### config.mk
export PLATFORM = sky130hd
export DESIGN_NAME = dcache_tbus_arbiter
export DESIGN_NICKNAME = d
export VERILOG_FILES = /design/src/rtl/dcache_tbus_arbiter.sv
export SDC_FILE = /design/constraint.sdc
export NUM_CORES = 1
export LEC_CHECK = 0
export BUFFER_PORTS_ARGS = -buffer_cell sky130_fd_sc_hd__buf_2
export CELL_PAD_IN_SITES_DETAIL_PLACEMENT = 1
export CELL_PAD_IN_SITES_GLOBAL_PLACEMENT = 2
export CORE_AREA = 8 8 303 305
export CTS_BUF_LIST = sky130_fd_sc_hd__clkbuf_4 sky130_fd_sc_hd__clkbuf_8
export DETAILED_ROUTE_END_ITERATION = 7
export DIE_AREA = 0 0 311 313
export PLACE_DENSITY_LB_ADDON = 0.1
export SLEW_MARGIN = 5
export SYNTH_ARGS = -nofsm -noshare
export SYNTH_HDL_FRONTEND = slang
export SYNTH_SLANG_ARGS = --single-unit
### constraint.sdc
create_clock -name clock -period 2.7 [get_ports clock]
set_clock_uncertainty 0.2 [all_clocks]
set_input_delay 0.54 -clock clock [delete_from_list [all_inputs] [get_ports clock]]
set_output_delay 0.54 -clock clock [all_outputs]
set_load 0.01 [all_outputs]
### src/rtl/dcache_tbus_arbiter.sv
// ---------------------------------------------------------------------------
// dcache_tbus_arbiter
//
// Shares the single dcache tbus request port between the load unit (LDU) and
// the store queue (SQ). One requester is granted at a time and owns the port
// until the dcache reports operation_done; completion and read data are routed
// back to the owner. Completions of loads killed by a redirect flush are
// suppressed; SQ stores are committed and never killed.
//
// Optional feature macro: DCACHE_TBUS_ARB_STARVE_EN
//   defined   : after STARVE_LIMIT consecutive LDU grants taken while the SQ
//               was waiting, the SQ is forced ahead of the LDU.
//   undefined : strict LDU-over-SQ priority, STARVE_LIMIT unused.
//
// Ports
//   clock, reset                 sole clock, synchronous active-high reset
//   flush_valid                  redirect flush (kills LDU request / LDU op)
//   ldu2arb_tbus_*               LDU request channel, read data and done
//   sq2arb_tbus_*                SQ request channel, read data and done
//   arb2dc_tbus_*                forwarded request channel to the dcache,
//                                dcache read data and completion pulse
// ---------------------------------------------------------------------------
module dcache_tbus_arbiter #(
  parameter int unsigned STARVE_LIMIT = 4
) (
  input  logic        clock,
  input  logic        reset,
  input  logic        flush_valid,

  input  logic        ldu2arb_tbus_index_valid,
  output logic        ldu2arb_tbus_index_ready,
  input  logic [63:0] ldu2arb_tbus_index,
  input  logic [63:0] ldu2arb_tbus_write_data,
  input  logic [63:0] ldu2arb_tbus_write_mask,
  input  logic [1:0]  ldu2arb_tbus_operation_type,
  output logic [63:0] ldu2arb_tbus_read_data,
  output logic        ldu2arb_tbus_operation_done,

  input  logic        sq2arb_tbus_index_valid,
  output logic        sq2arb_tbus_index_ready,
  input  logic [63:0] sq2arb_tbus_index,
  input  logic [63:0] sq2arb_tbus_write_data,
  input  logic [63:0] sq2arb_tbus_write_mask,
  input  logic [1:0]  sq2arb_tbus_operation_type,
  output logic [63:0] sq2arb_tbus_read_data,
  output logic        sq2arb_tbus_operation_done,

  output logic        arb2dc_tbus_index_valid,
  input  logic        arb2dc_tbus_index_ready,
  output logic [63:0] arb2dc_tbus_index,
  output logic [63:0] arb2dc_tbus_write_data,
  output logic [63:0] arb2dc_tbus_write_mask,
  output logic [1:0]  arb2dc_tbus_operation_type,
  input  logic [63:0] arb2dc_tbus_read_data,
  input  logic        arb2dc_tbus_operation_done
);

  typedef enum logic {
    ST_IDLE = 1'b0,
    ST_BUSY = 1'b1
  } state_t;

  state_t state_reg, state_next;
  logic   owner_reg, owner_next;   // 0 = LDU, 1 = SQ
  logic   kill_reg,  kill_next;

  logic   ldu_elig;
  logic   sq_elig;
  logic   sq_first;
  logic   grant_ldu;
  logic   grant_sq;
  logic   fire;
  logic   busy_done;

`ifdef DCACHE_TBUS_ARB_STARVE_EN
  localparam int CNT_W = $clog2(STARVE_LIMIT + 1);
  localparam logic [CNT_W-1:0] CNT_LIMIT = CNT_W'(STARVE_LIMIT);

  logic [CNT_W-1:0] starve_cnt_reg, starve_cnt_next;

  assign sq_first = (starve_cnt_reg == CNT_LIMIT);

  always_comb begin
    starve_cnt_next = starve_cnt_reg;
    if (fire && grant_sq) begin
      starve_cnt_next = '0;
    end else if (state_reg == ST_IDLE && !sq2arb_tbus_index_valid) begin
      starve_cnt_next = '0;
    end else if (fire && grant_ldu && sq2arb_tbus_index_valid &&
                 starve_cnt_reg != CNT_LIMIT) begin
      // Saturating: once at the limit the SQ wins the next IDLE grant anyway.
      starve_cnt_next = starve_cnt_reg + 1'b1;
    end
  end

  always_ff @(posedge clock) begin
    if (reset) begin
      starve_cnt_reg <= '0;
    end else begin
      starve_cnt_reg <= starve_cnt_next;
    end
  end
`else
  assign sq_first = 1'b0;

  // A zero limit is meaningless; with the feature compiled out the parameter
  // has no effect, so this degenerate-case block is intentionally empty.
  if (STARVE_LIMIT == 0) begin : g_limit_degenerate
  end
`endif

  // Grant selection: only an IDLE arbiter grants. A flushed LDU request is not
  // eligible, so it can never be forwarded during a flush cycle.
  always_comb begin
    ldu_elig  = ldu2arb_tbus_index_valid & ~flush_valid;
    sq_elig   = sq2arb_tbus_index_valid;
    grant_ldu = 1'b0;
    grant_sq  = 1'b0;
    if (state_reg == ST_IDLE) begin
      if (sq_first && sq_elig) begin
        grant_sq = 1'b1;
      end else if (ldu_elig) begin
        grant_ldu = 1'b1;
      end else if (sq_elig) begin
        grant_sq = 1'b1;
      end
    end
  end

  assign fire      = (grant_ldu | grant_sq) & arb2dc_tbus_index_ready;
  assign busy_done = (state_reg == ST_BUSY) & arb2dc_tbus_operation_done;

  // Request forwarding and completion routing.
  always_comb begin
    arb2dc_tbus_index_valid     = grant_ldu | grant_sq;
    arb2dc_tbus_index           = '0;
    arb2dc_tbus_write_data      = '0;
    arb2dc_tbus_write_mask      = '0;
    arb2dc_tbus_operation_type  = '0;
    ldu2arb_tbus_index_ready    = grant_ldu & arb2dc_tbus_index_ready;
    sq2arb_tbus_index_ready     = grant_sq  & arb2dc_tbus_index_ready;
    ldu2arb_tbus_read_data      = '0;
    sq2arb_tbus_read_data       = '0;
    ldu2arb_tbus_operation_done = 1'b0;
    sq2arb_tbus_operation_done  = 1'b0;

    if (grant_ldu) begin
      arb2dc_tbus_index          = ldu2arb_tbus_index;
      arb2dc_tbus_write_data     = ldu2arb_tbus_write_data;
      arb2dc_tbus_write_mask     = ldu2arb_tbus_write_mask;
      arb2dc_tbus_operation_type = ldu2arb_tbus_operation_type;
    end else if (grant_sq) begin
      arb2dc_tbus_index          = sq2arb_tbus_index;
      arb2dc_tbus_write_data     = sq2arb_tbus_write_data;
      arb2dc_tbus_write_mask     = sq2arb_tbus_write_mask;
      arb2dc_tbus_operation_type = sq2arb_tbus_operation_type;
    end

    if (busy_done) begin
      if (owner_reg) begin
        sq2arb_tbus_read_data      = arb2dc_tbus_read_data;
        sq2arb_tbus_operation_done = 1'b1;
      end else begin
        // Data is still routed for a killed load; only the done is withheld,
        // including a flush that lands in the completion cycle itself.
        ldu2arb_tbus_read_data      = arb2dc_tbus_read_data;
        ldu2arb_tbus_operation_done = ~kill_reg & ~flush_valid;
      end
    end
  end

  // Next-state logic.
  always_comb begin
    state_next = state_reg;
    owner_next = owner_reg;
    kill_next  = kill_reg;
    case (state_reg)
      ST_IDLE: begin
        if (fire) begin
          state_next = ST_BUSY;
          owner_next = grant_sq;
          kill_next  = grant_ldu & flush_valid;
        end
      end
      ST_BUSY: begin
        if (flush_valid && !owner_reg) begin
          kill_next = 1'b1;
        end
        if (arb2dc_tbus_operation_done) begin
          state_next = ST_IDLE;
          kill_next  = 1'b0;
        end
      end
      default: begin
        state_next = ST_IDLE;
      end
    endcase
  end

  always_ff @(posedge clock) begin
    if (reset) begin
      state_reg <= ST_IDLE;
      owner_reg <= 1'b0;
      kill_reg  <= 1'b0;
    end else begin
      state_reg <= state_next;
      owner_reg <= owner_next;
      kill_reg  <= kill_next;
    end
  end

endmodule

==> summary.txt <==
Floorplan
  • Die W: 311 µm
  • Cell row count: 109
  • Die area: 0.0973 mm²
  • CORE AREA: 0.0873 mm²
  • Die Y: 313 µm
  • I/O pin count: 786
  • Initial core utilization: 0.0341

Logic synthesis
  • Post-Synth Simple-Gate Area: 0.303
  • Synth Area in Adders: 0
  • Post-synthesis net count: 860
  • YS warnings: 0
  • Compound-gate portion of the synthesized area: 0.578
  • Synth Area in XOR/XNOR: 0
  • Cell count after synthesis: 401
  • Post-Syn Area: 0.00298 mm²
  • Sequential fraction of the synthesis area: 0.0202
  • Synthesized flop and latch total: 3
  • Mux share of post-synthesis cell area: 0
  • Syn Area/Cell: 7.42 µm²
  • Count of cell types in the netlist: 18
  • Largest family of logic cells by synthesized area: compound AO/OA/AOI/OAI gates

Clock network
  • Hold-fix buffers, CTS: 0
  • Clk_lat worst skew: 0.22 ns
  • CTS Sinks: 3
  • Clock transition at path regs: 0.03 ns
  • H-tree depth: 1
  • CTS Buf Count: 3
  • Worst-case clock buffer depth: 2
  • Root buffer cell: clkbuf_8
  • CTS tree: yes

Drt
  • 1st-pass router iterations: 4
  • Drt drc: 0
  • Total wire length: 56.2 mm
  • Routed WL per cell: 23.8 µm
  • ANT nets after route: 0
  • Initial drt markers: 204
  • Via count: 6906
  • Via density: 2.93

Cells and area
  • Final core utilization: 0.102
  • Area growth, synth to finish: 200%
  • Layout cell share with drive strength beyond 1: 0.716
  • # nets final: 1645
  • Area of the multi-input gates: 0.00268 mm²
  • Commonest non-fill, non-tap cell in the layout: buf_2
  • Reg area: 61.3 µm²
  • Fillers: 10700
  • Commonest non-fill, non-tap cells in the layout: buf_2 (782), a22o_1 (191), and2_1 (130), buf_4 (28), buf_12 (18)

Timing
  • Slew Limit Fails: 0
  • Final setup TNS: 0 ns
  • RSZ-0062 raised after global routing: yes
  • Slew at the pin with the worst max-slew slack: 0.279 ns
  • Final Hold Vio Count: 0
  • Slew headroom: 0.812
  • Fmax: 380 MHz
  • Part of the cycle the worst path needs: 0.975
  • Final critical-path required period: 2.63 ns
  • Final setup vio count: 0

Worst setup path
  • Critical path class: in2out
  • R2r startpoint: state_reg$_SDFF_PP0_
  • Critical Path AT: 1.89 ns
  • Worst Setup SP: ldu2arb_tbus_index_valid
  • Worst R2R End: owner_reg$_SDFFE_PP0P_
  • Critical path fanouts, max: 33
  • Critical path capture point type: output port
  • Flop2flop setup slack: 1.22 ns
  • Worst reg-to-reg path cell count: 5
  • WP data required: 1.96 ns
  • Worst setup path end: arb2dc_tbus_write_data[7]
  • Critical Path Start Type: primary input

Global route
  • Total GRT Usage: 0.107
  • First-pass GRT wire length: 73.2 mm
  • Largest net degree at the start of global routing: 54
  • Vias in the first global route: 7634
  • Number of antenna violations at the first check in global routing: 53
  • Grt ovf: 0

Power and ir drop
  • VDD IR-drop max: 0.0000537 V
  • Static Leakage: 5.05 nW
  • Pwr Density: 191 mW/mm²

Job
  • Total of max-cap violations: 0

Run status
  • Status: completed

Placed design
  • Port Buffers: 785
  • GP Congestion: 0.833
  • Dpl hpwl: 51.1 mm

Min path
  • Hold Crit Class: in2reg
[logic make-up (layout without fill, tap and decap cells)]
| group | count (synthesis) | in the layout |
|---|---|---|
| AOI/OAI and AO/OA | 198 | 198 |
| buffers and inverters | 56 | 840 |
| DFF | 3 | 3 |
| other | 0 | 11 |
| and+or+nand+nor | 144 | 144 |
[cells in the mapped netlist]
cell	n	area [µm²]
nand2_1	2	7.51
a21oi_1	2	10.0
o21ai_0	1	5.00
clkbuf_1	21	78.8
nor2b_1	2	12.5
nor2_1	3	11.3
nor4_1	1	6.26
and4b_1	1	10.0
buf_2	20	100
a22o_1	194	1700
nor3b_2	2	25.0
nand2b_1	1	6.26
buf_4	15	113
dfxtp_1	3	60.1
and2_1	130	813
and3_1	1	6.26
o21bai_1	1	7.51
nor3_1	1	5.00
[what timing repair did]
item	CTS	global route
setup endpoints to repair	50	13
gates cloned	2	1
buffers inserted	4	2
resized for setup	10	4
pin swaps	2	1
[worst min path at each step]
stage | depth (start not counted) | slack, ns | to | startpoint
6_report | 2 | 0.32 | state_reg$_SDFF_PP0_ | reset
2_1_floorplan | 2 | 0.31 | owner_reg$_SDFFE_PP0P_ | owner_reg$_SDFFE_PP0P_
3_3_place_gp | 2 | 0.42 | kill_reg$_SDFFE_PP0P_ | kill_reg$_SDFFE_PP0P_
3_5_place_dp | 2 | 0.43 | kill_reg$_SDFFE_PP0P_ | kill_reg$_SDFFE_PP0P_
5_1_grt | 2 | 0.33 | state_reg$_SDFF_PP0_ | reset
4_1_cts | 2 | 0.32 | state_reg$_SDFF_PP0_ | reset
[power breakdown]
part           internal [mW]  leakage, nW  switching [mW]
Clock                  0.111       0.0262          0.0333
Sequential            0.0475       0.0249         0.00407
Combinational          0.755         5.00           0.759
[per-stage QoR]
step | total power, mW | hold WS, ns | setup WS [ns] | area (µm²) | std cells
after global placement | 1.57 | 0.424 | -0.0826 | 8660 | 2337
after floorplan | 0.612 | 0.315 | 0.435 | 2980 | 401
final | 1.71 | 0.316 | 0.0679 | 8940 | 2361
after global routing | 1.86 | 0.333 | -0.00112 | 8920 | 2353
after detailed placement | 1.56 | 0.435 | -0.0859 | 8660 | 2337
after CTS | 1.76 | 0.318 | 0.000609 | 8850 | 2347
[final cells by class]
type	count	area share
diodes	11	0.00308
clock buffers	4	0.00546
multi-input cells	342	0.300
flip-flops and latches	3	0.00686
well taps	1165	0.163
repair buffers	836	0.522
[worst max-delay path, stage by stage]
cell and delay [ns]:
buf_4 0.13, nor2b_4 0.13, nor3b_4 0.19, buf_6 0.15, buf_12 0.17, buf_16 0.21, a22o_1 0.17, buf_2 0.14
[metal layers]
metal | GRT usage | routed length [µm]
met1 | 0.114 | 21300
met2 | 0.196 | 28200
met5 | 0 | 162
met4 | 0.0139 | 814
met3 | 0.0504 | 5820
Power figures use the tool's default switching activity.
